**src/rtl/byte_serial_adder_ctrl.sv**
```systemverilog
// ---------------------------------------------------------------------------
// byte_serial_adder_ctrl
//
// Multi-byte operand sequencer for an 8-bit add-with-carry datapath. It takes
// a wide operand pair through a valid/ready handshake. It adds the pair one
// byte per clock, starting at the LSB, and holds the inter-byte carry in a
// register. The wide sum and carry_out are then offered downstream through a
// second valid/ready handshake.
//
// Optional feature macro: BYTE_SERIAL_SUB_EN
//   When it is defined, a 1-bit input "sub" is sampled with the operands.
//   With sub=1 the block computes A - B mod 2^W using ~B + 1.
//   In that mode carry_out=1 means no borrow (A >= B).
//
// Parameters
//   NBYTES     operand width in bytes (2..8); W = 8*NBYTES
//
// Ports
//   clk        clock, rising edge
//   rst_n      asynchronous active-low reset
//   in_valid   upstream operand pair valid
//   in_ready   block can accept an operand pair (IDLE)
//   op_a/op_b  operands, sampled on the in_valid && in_ready edge
//   sub        (BYTE_SERIAL_SUB_EN only) subtract select, sampled with operands
//   out_valid  result/carry_out valid (DONE)
//   out_ready  downstream accepts the result
//   result     sum modulo 2^W
//   carry_out  carry out of the most-significant byte
// ---------------------------------------------------------------------------
module byte_serial_adder_ctrl #(
    parameter  int NBYTES = 4,
    localparam int W      = 8 * NBYTES
) (
    input  logic         clk,
    input  logic         rst_n,
    input  logic         in_valid,
    output logic         in_ready,
    input  logic [W-1:0] op_a,
    input  logic [W-1:0] op_b,
`ifdef BYTE_SERIAL_SUB_EN
    input  logic         sub,
`endif
    output logic         out_valid,
    input  logic         out_ready,
    output logic [W-1:0] result,
    output logic         carry_out
);

    localparam int IDXW = (NBYTES > 1) ? $clog2(NBYTES) : 1;
    localparam logic [IDXW-1:0] LAST_IDX = IDXW'(NBYTES - 1);

    typedef enum logic [1:0] {
        IDLE = 2'd0,
        RUN  = 2'd1,
        DONE = 2'd2
    } state_t;

    state_t          state_q, state_d;
    logic [W-1:0]    a_q, a_d;
    logic [W-1:0]    b_q, b_d;
    logic [W-1:0]    result_q, result_d;
    logic [IDXW-1:0] idx_q, idx_d;
    logic            carry_q, carry_d;
    logic            cout_q, cout_d;

    // Bit offset of the byte being processed.
    logic [IDXW+2:0] bit_base;
    logic [7:0]      a_byte;
    logic [7:0]      b_byte;
    logic [8:0]      sum;
    logic            carry_init;

`ifdef BYTE_SERIAL_SUB_EN
    logic sub_q, sub_d;
`endif

    assign bit_base = {idx_q, 3'b000};
    assign a_byte   = a_q[bit_base +: 8];

`ifdef BYTE_SERIAL_SUB_EN
    // In subtract mode, ~B plus an initial carry of 1 forms the two's complement of B.
    assign b_byte     = sub_q ? ~b_q[bit_base +: 8] : b_q[bit_base +: 8];
    assign carry_init = sub;
`else
    assign b_byte     = b_q[bit_base +: 8];
    assign carry_init = 1'b0;
`endif

    // The 8-bit add-with-carry slice. carry_q is the only link between bytes.
    assign sum = {1'b0, a_byte} + {1'b0, b_byte} + {8'd0, carry_q};

    always_comb begin
        state_d  = state_q;
        a_d      = a_q;
        b_d      = b_q;
        result_d = result_q;
        idx_d    = idx_q;
        carry_d  = carry_q;
        cout_d   = cout_q;
`ifdef BYTE_SERIAL_SUB_EN
        sub_d    = sub_q;
`endif
        unique case (state_q)
            IDLE: begin
                if (in_valid) begin
                    a_d     = op_a;
                    b_d     = op_b;
                    idx_d   = '0;
                    carry_d = carry_init;
`ifdef BYTE_SERIAL_SUB_EN
                    sub_d   = sub;
`endif
                    state_d = RUN;
                end
            end
            RUN: begin
                // Bytes not yet written keep their values from the previous
                // transaction. They matter only once out_valid is high.
                result_d[bit_base +: 8] = sum[7:0];
                carry_d                 = sum[8];
                if (idx_q == LAST_IDX) begin
                    cout_d  = sum[8];
                    idx_d   = '0;
                    state_d = DONE;
                end else begin
                    idx_d = idx_q + 1'b1;
                end
            end
            DONE: begin
                if (out_ready) begin
                    state_d = IDLE;
                end
            end
            default: state_d = IDLE;
        endcase
    end

    always_ff @(posedge clk or negedge rst_n) begin
        if (!rst_n) begin
            state_q  <= IDLE;
            a_q      <= '0;
            b_q      <= '0;
            result_q <= '0;
            idx_q    <= '0;
            carry_q  <= 1'b0;
            cout_q   <= 1'b0;
        end else begin
            state_q  <= state_d;
            a_q      <= a_d;
            b_q      <= b_d;
            result_q <= result_d;
            idx_q    <= idx_d;
            carry_q  <= carry_d;
            cout_q   <= cout_d;
        end
    end

`ifdef BYTE_SERIAL_SUB_EN
    always_ff @(posedge clk or negedge rst_n) begin
        if (!rst_n) begin
            sub_q <= 1'b0;
        end else begin
            sub_q <= sub_d;
        end
    end
`endif

    assign in_ready  = (state_q == IDLE);
    assign out_valid = (state_q == DONE);
    assign result    = result_q;
    assign carry_out = cout_q;

endmodule

```
**config.mk**
```make
export PLATFORM = sky130hd
export DESIGN_NAME = byte_serial_adder_ctrl
export DESIGN_NICKNAME = d
export VERILOG_FILES = /design/src/rtl/byte_serial_adder_ctrl.sv
export SDC_FILE = /design/constraint.sdc
export NUM_CORES = 1
export LEC_CHECK = 0
export ABC_AREA = 1
export ABC_CLOCK_PERIOD_IN_PS = 3000
export BUFFER_PORTS_ARGS = -buffer_cell sky130_fd_sc_hd__buf_2
export CAP_MARGIN = 40
export CELL_PAD_IN_SITES_DETAIL_PLACEMENT = 0
export CELL_PAD_IN_SITES_GLOBAL_PLACEMENT = 2
export CORE_ASPECT_RATIO = 1.5
export CORE_MARGIN = 4
export CORE_UTILIZATION = 32
export DETAILED_ROUTE_END_ITERATION = 8
export PLACE_DENSITY_LB_ADDON = 0.2
export SYNTH_ARGS = -nofsm -noshare
export SYNTH_HDL_FRONTEND = slang
export SYNTH_SLANG_ARGS = --single-unit
```
**constraint.sdc**
```tcl
create_clock -name clk -period 3 [get_ports clk]
set_input_delay 0.3 -clock clk [delete_from_list [all_inputs] [get_ports clk]]
set_output_delay 0.3 -clock clk [all_outputs]
set_load 0.01 [all_outputs]
```
==> results of run 1 <==
==> cells in the mapped netlist (6+ instances only) <==
cell / instances
sky130_fd_sc_hd__ha_1: 13
sky130_fd_sc_hd__inv_1: 23
sky130_fd_sc_hd__o21ai_1: 10
sky130_fd_sc_hd__buf_4: 7
sky130_fd_sc_hd__buf_2: 11
sky130_fd_sc_hd__nand3_1: 11
sky130_fd_sc_hd__nor2_1: 38
sky130_fd_sc_hd__dfrtp_1: 102
sky130_fd_sc_hd__clkbuf_1: 6
sky130_fd_sc_hd__inv_2: 6
sky130_fd_sc_hd__o22ai_1: 14
sky130_fd_sc_hd__nand2_1: 283
sky130_fd_sc_hd__o21ai_0: 41
sky130_fd_sc_hd__a21oi_1: 6
==> per-layer routing <==
| metal | part of all wire | vias to the layer above |
|---|---|---|
| met1 | 0.42 | 1984 |
| met4 | 0.043 | 0 |
| li1 | - | 2118 |
| met5 | 0 | - |
| met3 | 0.044 | 34 |
| met2 | 0.49 | 119 |
==> worst register-to-register path, delay by kind of cell (launching register included) <==
family	cells	cell delay (ps)
xor+xnor	1	180
compound gates	3	560
flops	1	360
buf+inv	3	530
fa+ha+maj	2	640
simple gates	4	350
==> registers in the layout, indices dropped and copies added (netlist names) <==
name,flops
idx_q,2
b_q,32
carry_out,1
state_q,2
result,32
a_q,32
carry_q,1
==> final cells by class <==
class / count / area share
flip-flops and latches: 102 / 0.4304
multi-input cells: 447 / 0.3519
repair buffers: 111 / 0.1004
well taps: 199 / 0.04198
clock buffers: 11 / 0.04093
inverters: 32 / 0.02046
clock inverters: 5 / 0.01392
==> per-stage QoR <==
step	power [mW]	setup WS [ps]	cells
after global placement	6.425	356.4	890
after detailed placement	6.476	326.4	890
after floorplan	5.166	536.0	606
after CTS	7.786	309.2	907
after global routing	8.402	83.65	907
final	7.657	317.8	907
==> power groups by stage <==
stage               clock, mW  sequential [mW]  combinational (mW)
floorplan                   0             2.28                2.88
global placement            0             2.36                4.07
detailed placement          0             2.36                4.12
CTS                      1.32             2.34                4.13
global route             1.37             2.39                4.64
finish                   1.28             2.33                4.05
==> layout by cell type (no fill, tap or decap), types with 2 or more instances in the layout <==
| cell type | instances |
|---|---|
| sky130_fd_sc_hd__nand2_2 | 3 |
| sky130_fd_sc_hd__clkinv_4 | 2 |
| sky130_fd_sc_hd__bufinv_16 | 2 |
| sky130_fd_sc_hd__buf_2 | 101 |
| sky130_fd_sc_hd__buf_4 | 8 |
| sky130_fd_sc_hd__nor2_1 | 38 |
| sky130_fd_sc_hd__o31ai_1 | 2 |
| sky130_fd_sc_hd__nand3_2 | 2 |
| sky130_fd_sc_hd__nand4_1 | 5 |
| sky130_fd_sc_hd__o21ai_0 | 41 |
| sky130_fd_sc_hd__fa_1 | 2 |
| sky130_fd_sc_hd__o22ai_1 | 14 |
| sky130_fd_sc_hd__dfrtp_1 | 102 |
| sky130_fd_sc_hd__xnor2_1 | 2 |
| sky130_fd_sc_hd__o21ai_1 | 10 |
| sky130_fd_sc_hd__clkbuf_16 | 9 |
| sky130_fd_sc_hd__ha_1 | 13 |
| sky130_fd_sc_hd__a21oi_1 | 6 |
| sky130_fd_sc_hd__inv_2 | 6 |
| sky130_fd_sc_hd__nand2_1 | 282 |
| sky130_fd_sc_hd__inv_1 | 23 |
| sky130_fd_sc_hd__nand3_1 | 11 |
| sky130_fd_sc_hd__a32oi_1 | 2 |
| sky130_fd_sc_hd__clkinv_1 | 2 |
| sky130_fd_sc_hd__clkinv_2 | 2 |
| sky130_fd_sc_hd__nor2_2 | 3 |
| sky130_fd_sc_hd__a22o_1 | 2 |
| sky130_fd_sc_hd__nor2_4 | 2 |
==> worst min-delay path by stage <==
stage               from    endpoint  slack, ps
2_1_floorplan      rst_n      a_q[0]          4
3_3_place_gp       rst_n   result[8]        350
3_5_place_dp       rst_n   result[8]        350
4_1_cts         op_a[31]     a_q[31]        130
5_1_grt        out_ready  state_q[1]        140
6_report       out_ready  state_q[1]        140
==> repair_timing <==
item | CTS | global route
endpoints found under the hold margin | 23 | 0
hold buffers | 1 | 0
buffers inserted | 0 | 0
==> logic make-up after synthesis <==
logic type               synth area share
AND/OR/NAND/NOR                    0.2852
flip-flops                         0.5217
AO/OA/AOI/OAI                     0.09079
buffers and inverters             0.05217
adder cells (fa/ha/maj)           0.04143
XOR/XNOR                         0.008698
==> impl_metrics.ini, run 1 <==
[floorplanning]
start_util = 0.3246
floorplan.die.width_um = 109.0
floorplan.die.height_um = 159.4
dieArea_um2 = 17370
floorplan.rows = 55
top_level_ports = 103
core-area_um2 = 15070

[finish]
num-nets-final = 786
diodes = 0
syn2layout_area_growth_pct = 21.23
fillCellCount = 1642
area.sequential_um2 = 2552
final_cell_area_um2 = 5931
final_util = 0.3935
post_route_cells_drive_above_1_share = 0.2062
multi_input_gate_area_in_the_final_layout_um2 = 2087

[worst_setup_path]
r2r-end = result[12]
cp_max_fo = 45
critPathCapture = result[12]
worst-setup-path-type = flip-flop to flip-flop
ff2ff_path_depth = 13
timing.critical_path.slowest_cell_delay_ps = 400
worstPathArrival_ps = 2960
reg2reg_slack_ps = 320
worstPathCellList = buf_4, o21ai_0, o22ai_1, fa_1, inv_1, fa_1, inv_1, nand2_1, nand2_1, nand2_2, xnor2_1, nand3_1, o21ai_1
worstSetupPathDepth = 13
worst_setup_path_start_kind = flip-flop
crit_slowest_cell = sky130_fd_sc_hd__fa_1
crit_buf_inv = 3
critPathRequiredTime_ps = 3280
critical_path.endpoint_type = flip-flop
regToRegStartpoint = idx_q[0]
crit_path_start = idx_q[0]
worst_path_dominant_cell_family = adder cells

[power]
swShare = 0.4673
vdd_ir_drop_max_mv = 0.4254
standby_leakage_power_nw = 3.254
total_internal_power_mw = 4.079
power_frac_clock = 0.167
comb_power_share = 0.528
switching_power_mw = 3.578
powerDensity_nw_per_um2 = 1291
share_seq_of_total_power = 0.304

[timing]
finalHoldViolations = 0
timing.setup.tns_ps = 0
slew_violations = 0
rsz_0062_raised_after_global_routing = false
fin_crit_sh = 0.8941
max_slew_margin = 0.5555
worst_pin_slew_ps = 666.7
fin_hold_ws_ps = 136.7
achievable_frequency_mhz = 372.8
finalCriticalPeriod_ps = 2682
fin_worst_skew_ps = 7.466
timing.final.setup_violations = 0

[synthesis]
post_synth_num_cell_types = 34
sequential_area_share_after_synthesis = 0.5217
synthArstFlopShare = 1.000
synth_top_area_frac = 0.5217
synth_area_um2 = 4892
synth.yosys.warnings = 0
synth_nets = 689
postSynthRegisterBits = 102
synth_area_leaders = sky130_fd_sc_hd__dfrtp_1 52%, sky130_fd_sc_hd__nand2_1 22%, sky130_fd_sc_hd__o21ai_0 4.2%
synthFlopType = sky130_fd_sc_hd__dfrtp_1
syn_inst = 606
mapped_avg_cell_area_um2 = 8.073
synth-edff-count = 0
yosysTopAreaCell = sky130_fd_sc_hd__dfrtp_1

[clock_network]
tritoncts_num_sinks = 102
clock_latency_ps = 350
clock_path_buffers = 2
cts_root_buf = sky130_fd_sc_hd__clkbuf_16
clk_transition_reported_paths_ps = 70
tritoncts_clock_tree = done
cts-resized-gates = 0
cts_buffers = 9
clock_tree.htree_level_count = 3

[route]
routed_wl_um = 13660
num_vias = 4255
postRouteAntennaNets = 0
first_pass_iters = 4
detailedRoute.firstIterationViolations = 147
route.detailed.vias_per_inst = 4.691
avgRoutedWirePerCell_um = 15.06
remaining_routing_drc_violations = 0

[worst_hold_path]
min_path_cells = 2
min_path_type = input port to flip-flop

[grt]
grt_antenna_before_repair = 0
grt.overflow.total = 0
globalRouteMet2Util = 0.2690
globalRoute.busiestLayer = met2
groute.layer.met3.usage = 0.02231
grtUsageMet1 = 0.2021
wire_length_of_the_first_global_routing_pass_um = 22260
first_global_vias = 4431
gr-usage-all-layers = 0.1637
grt_max_degree = 66

[placed_design]
hpwlAfterDp_um = 10340
gpl.final_weighted_congestion = 0.7797
placement.io_buffers = 102
placement.cell_area_um2 = 5595

[job]
cap_violations = 0

[status]
outcome = finished clean
Power figures use the tool's default switching activity.
==> run 2, diff against run 1 <==
--- a/config.mk
+++ b/config.mk
@@ -15,7 +15,9 @@
 export CORE_MARGIN = 4
 export CORE_UTILIZATION = 32
 export DETAILED_ROUTE_END_ITERATION = 8
+export GPL_TIMING_DRIVEN = 0
 export PLACE_DENSITY_LB_ADDON = 0.2
+export SLEW_MARGIN = 20
 export SYNTH_ARGS = -nofsm -noshare
 export SYNTH_HDL_FRONTEND = slang
 export SYNTH_SLANG_ARGS = --single-unit
==> run 2 against run 1 <==
Against the previous run:
- combinational power increased by 8.1%
- first-iteration DRC count grew 25%
- clock power is 6% lower
- non-clock buffer count increased by 19
- sequential share of layout area is 1.0 points lower
- register-to-register slack got worse by 150 ps
- total power increased by 3.4%
- hold slack improved by 2.0 ps
- sequential power hardly changed
- largest cell class unchanged
==> impl_metrics.ini, run 2 (synthesis results as in run 1) <==
[route]
avgRoutedWirePerCell_um = 15.52
postRouteAntennaNets = 0
remaining_routing_drc_violations = 0
routed_wl_um = 14370
route.detailed.vias_per_inst = 4.567
num_vias = 4229
detailedRoute.firstIterationViolations = 184
first_pass_iters = 4

[worst_setup_path]
critPathRequiredTime_ps = 3270
worstPathArrival_ps = 3090
critical_path.endpoint_type = flip-flop
worstPathCellList = clkbuf_4, inv_8, buf_8, nor2_1, o22ai_2, fa_2, inv_1, fa_1, inv_1, nand2_1, nand2_1, nand2_2, xnor2_2, nand3_1, o21ai_1
timing.critical_path.slowest_cell_delay_ps = 410
ff2ff_path_depth = 15
reg2reg_slack_ps = 170
r2r-end = result[28]
crit_slowest_cell = sky130_fd_sc_hd__dfrtp_1
regToRegStartpoint = idx_q[0]
critPathCapture = result[28]
worst_setup_path_start_kind = flip-flop
cp_max_fo = 10
crit_path_start = idx_q[0]
worst-setup-path-type = flip-flop to flip-flop

[timing]
finalHoldViolations = 0
worst_pin_slew_ps = 586.6
fin_worst_skew_ps = 7.300
fin_hold_ws_ps = 138.7
timing.final.setup_violations = 0
rsz_0062_raised_after_global_routing = false
fin_crit_sh = 0.9425
slew_violations = 0
finalCriticalPeriod_ps = 2827
timing.setup.tns_ps = 0
max_slew_margin = 0.6089
achievable_frequency_mhz = 353.7

[grt]
grtUsageMet1 = 0.2127
groute.layer.met3.usage = 0.03286
grt_max_degree = 61
gr-usage-all-layers = 0.1707
grt_antenna_before_repair = 0
globalRoute.busiestLayer = met2
globalRouteMet2Util = 0.2875
wire_length_of_the_first_global_routing_pass_um = 22850
first_global_vias = 4386
grt.overflow.total = 0

[placed_design]
hpwlAfterDp_um = 11130
gpl.final_weighted_congestion = 0.8039
placement.io_buffers = 102
placement.cell_area_um2 = 5685

[power]
switching_power_mw = 3.758
total_internal_power_mw = 4.156
share_seq_of_total_power = 0.294
power_frac_clock = 0.152
comb_power_share = 0.554
swShare = 0.4749
powerDensity_nw_per_um2 = 1303
standby_leakage_power_nw = 3.331
vdd_ir_drop_max_mv = 0.4321

[finish]
post_route_cells_drive_above_1_share = 0.2311
diodes = 0
final_util = 0.4032
num-nets-final = 805
syn2layout_area_growth_pct = 24.19
layout.cells.most_common = sky130_fd_sc_hd__nand2_1
final_cell_area_um2 = 6076
most_used_cells_in_the_layout_excluding_fill_and_tap_cells = 283 x sky130_fd_sc_hd__nand2_1, 109 x sky130_fd_sc_hd__buf_2, 101 x sky130_fd_sc_hd__dfrtp_1
fillCellCount = 1582

[floorplanning]
floorplan.die.width_um = 109.0
core-area_um2 = 15070
floorplan.die.height_um = 159.4
dieArea_um2 = 17370
start_util = 0.3246
floorplan.rows = 55
top_level_ports = 103

[clock_network]
clock_tree.htree_level_count = 3
clock_path_buffers = 2
tritoncts_clock_tree = done
tritoncts_num_sinks = 102
cts_buffers = 9
cts_root_buf = sky130_fd_sc_hd__clkbuf_16
clock_latency_ps = 340
clk_transition_reported_paths_ps = 70

[status]
outcome = finished clean

[job]
cap_violations = 0

[worst_hold_path]
min_path_type = input port to flip-flop
[run 2: how the worst min path moves through the flow]
stage | start | slack (ps) | depth (start not counted) | end
finish | out_ready | 140 | 2 | state_q[1]
global route | op_a[19] | 130 | 3 | a_q[19]
CTS | op_a[31] | 130 | 3 | a_q[31]
detailed placement | rst_n | 250 | 1 | result[10]
global placement | b_q[19] | 460 | 2 | b_q[19]
floorplan | rst_n | 4 | 0 | a_q[0]
[run 2: final cells by class]
cell class | instances | area, um^2 | area share
plain buffers | 25 | 158.9 | 0.02615
clock buffers | 10 | 239.0 | 0.03933
clock inverters | 6 | 68.82 | 0.01133
inverters | 32 | 130.1 | 0.02142
multi-input cells | 447 | 2115 | 0.3480
flip-flops and latches | 102 | 2554 | 0.4203
well taps | 199 | 249.0 | 0.04098
repair buffers | 105 | 561.8 | 0.09246
[run 2: power by group through the flow]
stage | combinational [mW] | clock, mW | sequential, mW
floorplan | 2.88 | 0 | 2.28
global placement | 4.24 | 0 | 2.34
detailed placement | 4.27 | 0 | 2.35
CTS | 4.38 | 1.24 | 2.33
global route | 4.97 | 1.30 | 2.39
finish | 4.38 | 1.20 | 2.33
[run 2: worst max-delay path: cells and delay by family (launching register included)]
kind / cells / cell delay, ps
fa+ha+maj: 2 / 660
compound gates: 2 / 440
flops: 1 / 410
buf+inv: 5 / 630
simple gates: 5 / 450
xor+xnor: 1 / 140
[run 2: metal layers]
metal,share of wire,vias up
li1,-,2166
met1,0.43,1949
met3,0.039,14
met2,0.51,100
met4,0.025,0
met5,0,-
[run 2: per-stage QoR]
stage	cells	worst slack (ps)	power, mW
3_3_place_gp	907	-459.4	6.577
3_5_place_dp	908	-423.8	6.617
4_1_cts	925	5.816	7.943
6_report	926	172.6	7.915
5_1_grt	926	0.6617	8.656
2_1_floorplan	606	536.0	5.166
[run 2: what timing repair did]
action | in CTS | in global routing
endpoints found under the hold margin | 42 | 0
setup buffers | 0 | 1
endpoints found under the setup margin | 27 | 19
hold buffers | 1 | 0
resized for setup | 10 | 12
pin swaps | 0 | 3
==> run 3, diff against run 2 <==
--- a/config.mk
+++ b/config.mk
@@ -5,15 +5,12 @@
 export SDC_FILE = /design/constraint.sdc
 export NUM_CORES = 1
 export LEC_CHECK = 0
-export ABC_AREA = 1
 export ABC_CLOCK_PERIOD_IN_PS = 3000
 export BUFFER_PORTS_ARGS = -buffer_cell sky130_fd_sc_hd__buf_2
 export CAP_MARGIN = 40
-export CELL_PAD_IN_SITES_DETAIL_PLACEMENT = 0
-export CELL_PAD_IN_SITES_GLOBAL_PLACEMENT = 2
 export CORE_ASPECT_RATIO = 1.5
 export CORE_MARGIN = 4
-export CORE_UTILIZATION = 32
+export CORE_UTILIZATION = 54
 export DETAILED_ROUTE_END_ITERATION = 8
 export GPL_TIMING_DRIVEN = 0
 export PLACE_DENSITY_LB_ADDON = 0.2
==> run 3 against run 2 <==
Against the previous run:
- synthesized cell count is 48% lower
- synthesized area is 5.8% lower
- hold slack better by 38 ps
- global-route usage is 4.8 points higher
- maximum frequency is 1.3% lower
- register-to-register slack worse by 40 ps
- worst setup slack worse by 36 ps
- highest routed layer unchanged
- count of clock-buffer cells in the layout is 1 higher
- routed wire length is 28% lower
==> impl_metrics.ini, run 3 <==
[finish]
multi_input_gate_area_in_the_final_layout_um2 = 2014
diodes = 0
area.sequential_um2 = 2554
post_route_cells_drive_above_1_share = 0.5046
syn2layout_area_growth_pct = 22.81
fillCellCount = 629
most_used_cells_in_the_layout_excluding_fill_and_tap_cells = 107 x sky130_fd_sc_hd__buf_2, 101 x sky130_fd_sc_hd__dfrtp_1, 60 x sky130_fd_sc_hd__mux2_2
layout.cells.most_common = sky130_fd_sc_hd__buf_2
final_instance_count_excl_fillers = 543
num-nets-final = 517

[synthesis]
synth_commonest_cells = 102 x sky130_fd_sc_hd__dfrtp_1, 60 x sky130_fd_sc_hd__mux2_2, 22 x sky130_fd_sc_hd__a22o_1, 16 x sky130_fd_sc_hd__mux4_2, 16 x sky130_fd_sc_hd__nand2_1
sequential_area_share_after_synthesis = 0.5540
yosys.cell_count.top_type = sky130_fd_sc_hd__dfrtp_1
synth_top_area_frac = 0.5540
synth_nets = 400
synth_area_um2 = 4607
synthFlopType = sky130_fd_sc_hd__dfrtp_1
postSynthRegisterBits = 102
syn_inst = 317
post_synth_num_cell_types = 40
mapped_avg_cell_area_um2 = 14.53
synth-edff-count = 0
synthArstFlopShare = 1.000
synth.yosys.warnings = 0
synth_area_leaders = sky130_fd_sc_hd__dfrtp_1 55%, sky130_fd_sc_hd__mux2_2 15%, sky130_fd_sc_hd__mux4_2 7.8%
yosysTopAreaCell = sky130_fd_sc_hd__dfrtp_1

[worst_setup_path]
crit_buf_inv = 3
critPathRequiredTime_ps = 3230
critPathMostFrequentCell = sky130_fd_sc_hd__inv_1
cp_max_fo = 10
timing.critical_path.slowest_cell_delay_ps = 560
critical_path.endpoint_type = flip-flop
crit_slowest_cell = sky130_fd_sc_hd__mux4_2
worst_path_dominant_cell_family = compound AO/OA/AOI/OAI gates
worst_setup_path_start_kind = flip-flop
worstPathCellList = buf_8, mux4_2, fa_2, inv_1, fa_1, inv_1, a21o_1, a221oi_4, xnor2_2, a22o_1
worstPathArrival_ps = 3090
worst-setup-path-type = flip-flop to flip-flop

[route]
postRouteAntennaNets = 0
route.detailed.vias_per_inst = 5.643
remaining_routing_drc_violations = 0
routed_wl_um = 10340
avgRoutedWirePerCell_um = 19.03
detailedRoute.firstIterationViolations = 150
num_vias = 3064
first_pass_iters = 4

[clock_network]
tritoncts_num_sinks = 102
clock_latency_ps = 340
cts_buffers = 9
clock_path_buffers = 2
cts_root_buf = sky130_fd_sc_hd__clkbuf_16
clock_tree.htree_level_count = 3
tritoncts_clock_tree = done
clk_transition_reported_paths_ps = 60

[placed_design]
place_inst = 527
gpl.final_weighted_congestion = 0.7916
placement.io_buffers = 102
hpwlAfterDp_um = 7753
placement.setup.worst_slack_ps = -449.8

[power]
post-layout-total-power_mw = 7.743
standby_leakage_power_nw = 2.703
vdd_ir_drop_max_mv = 0.9180
powerDensity_nw_per_um2 = 1369

[timing]
fin_hold_ws_ps = 176.8
rsz_0062_raised_after_global_routing = false
timing.final.setup_violations = 0
slew_violations = 0
fin_worst_skew_ps = 5.074
worst_pin_slew_ps = 599.2
smallest_setup_slack_after_layout_ps = 136.4
achievable_frequency_mhz = 349.2
finalHoldViolations = 0
fin_crit_sh = 0.9545
max_slew_margin = 0.5972
finalCriticalPeriod_ps = 2864

[grt]
wire_length_of_the_first_global_routing_pass_um = 16810
first_global_vias = 3300
grt_antenna_before_repair = 0
grt_max_degree = 58
gr-usage-all-layers = 0.2188
grt.overflow.total = 0

[floorplanning]
floorplan.rows = 41
core-area_um2 = 8362
floorplan.die.width_um = 83.42
dieArea_um2 = 10100
floorplan.die.height_um = 121.1
start_util = 0.5510
top_level_ports = 103

[worst_hold_path]
min_path_type = input port to flip-flop

[job]
cap_violations = 0

[status]
outcome = finished clean
## run 3: changes by cell type in the layout (fill, tap and decap cells not counted), sizes merged, moves of 12 or more
cell,change
nand2,-266
mux2,+64
nor2,-37
o21ai,-36
inv,-23
a22o,+20
mux4,+16
o22ai,-14
nand3,-12
## run 3: repair_timing
| item | CTS | global route |
|---|---|---|
| endpoints found under the hold margin | 56 | 0 |
| setup buffers | 2 | 0 |
| gates resized for setup | 9 | 7 |
| hold buffers | 1 | 0 |
| pin swaps | 0 | 0 |
| setup endpoints to repair | 18 | 14 |
## run 3: report_power, final
group          leakage (nW)  switching (mW)  total, mW  internal [mW]
clock                 0.137           0.459       1.11          0.654
combinational          1.30            2.31       4.30           1.99
sequential             1.26           0.327       2.33           2.00
total                  2.70            3.10       7.74           4.64
## run 3: logic make-up after synthesis
logic type / Yosys count / synth area share
mux: 81 / 0.2368
xor+xnor: 5 / 0.009507
flops: 102 / 0.5540
compound gates: 53 / 0.08500
fa+ha+maj: 15 / 0.04400
simple gates: 42 / 0.05106
buf+inv: 19 / 0.01955
## run 3: routing by layer
layer | vias up | share of wire | track usage
li1 | 1407 | - | -
met1 | 1546 | 0.37 | 0.2545
met2 | 90 | 0.55 | 0.3921
met3 | 21 | 0.047 | 0.04552
met4 | 0 | 0.026 | 0.09155
met5 | - | 0 | 0
## run 3: path summary, 6_finish.rpt
path	endpoint	slack, ps	cells past startpoint	startpoint
worst min-delay path	a_q[4]	180	2	op_a[4]
worst max-delay path	result[22]	140	10	idx_q[0]
worst min register to register	result[26]	480	2	result[26]
worst max register to register	result[22]	140	10	idx_q[0]
min in group asynchronous	result[31]	490	2	rst_n
max in group asynchronous	b_q[21]	1900	3	rst_n
## run 3: cell type report
cell class	count	area share
clock buffers	11	0.04290
inverters	8	0.005307
clock inverters	2	0.006192
plain buffers	11	0.01393
well taps	107	0.02366
repair buffers	106	0.1006
multi-input cells	196	0.3560
flip-flops and latches	102	0.4513
## run 3: per-stage QoR
step	cell area (um^2)	utilization	TNS (ps)
6_report	5658	0.6766	0
5_1_grt	5658	0.6766	0
4_1_cts	5635	0.6739	0
3_5_place_dp	5285	0.6321	-4612
3_3_place_gp	5251	0.6280	-3890
2_1_floorplan	4607	-	0
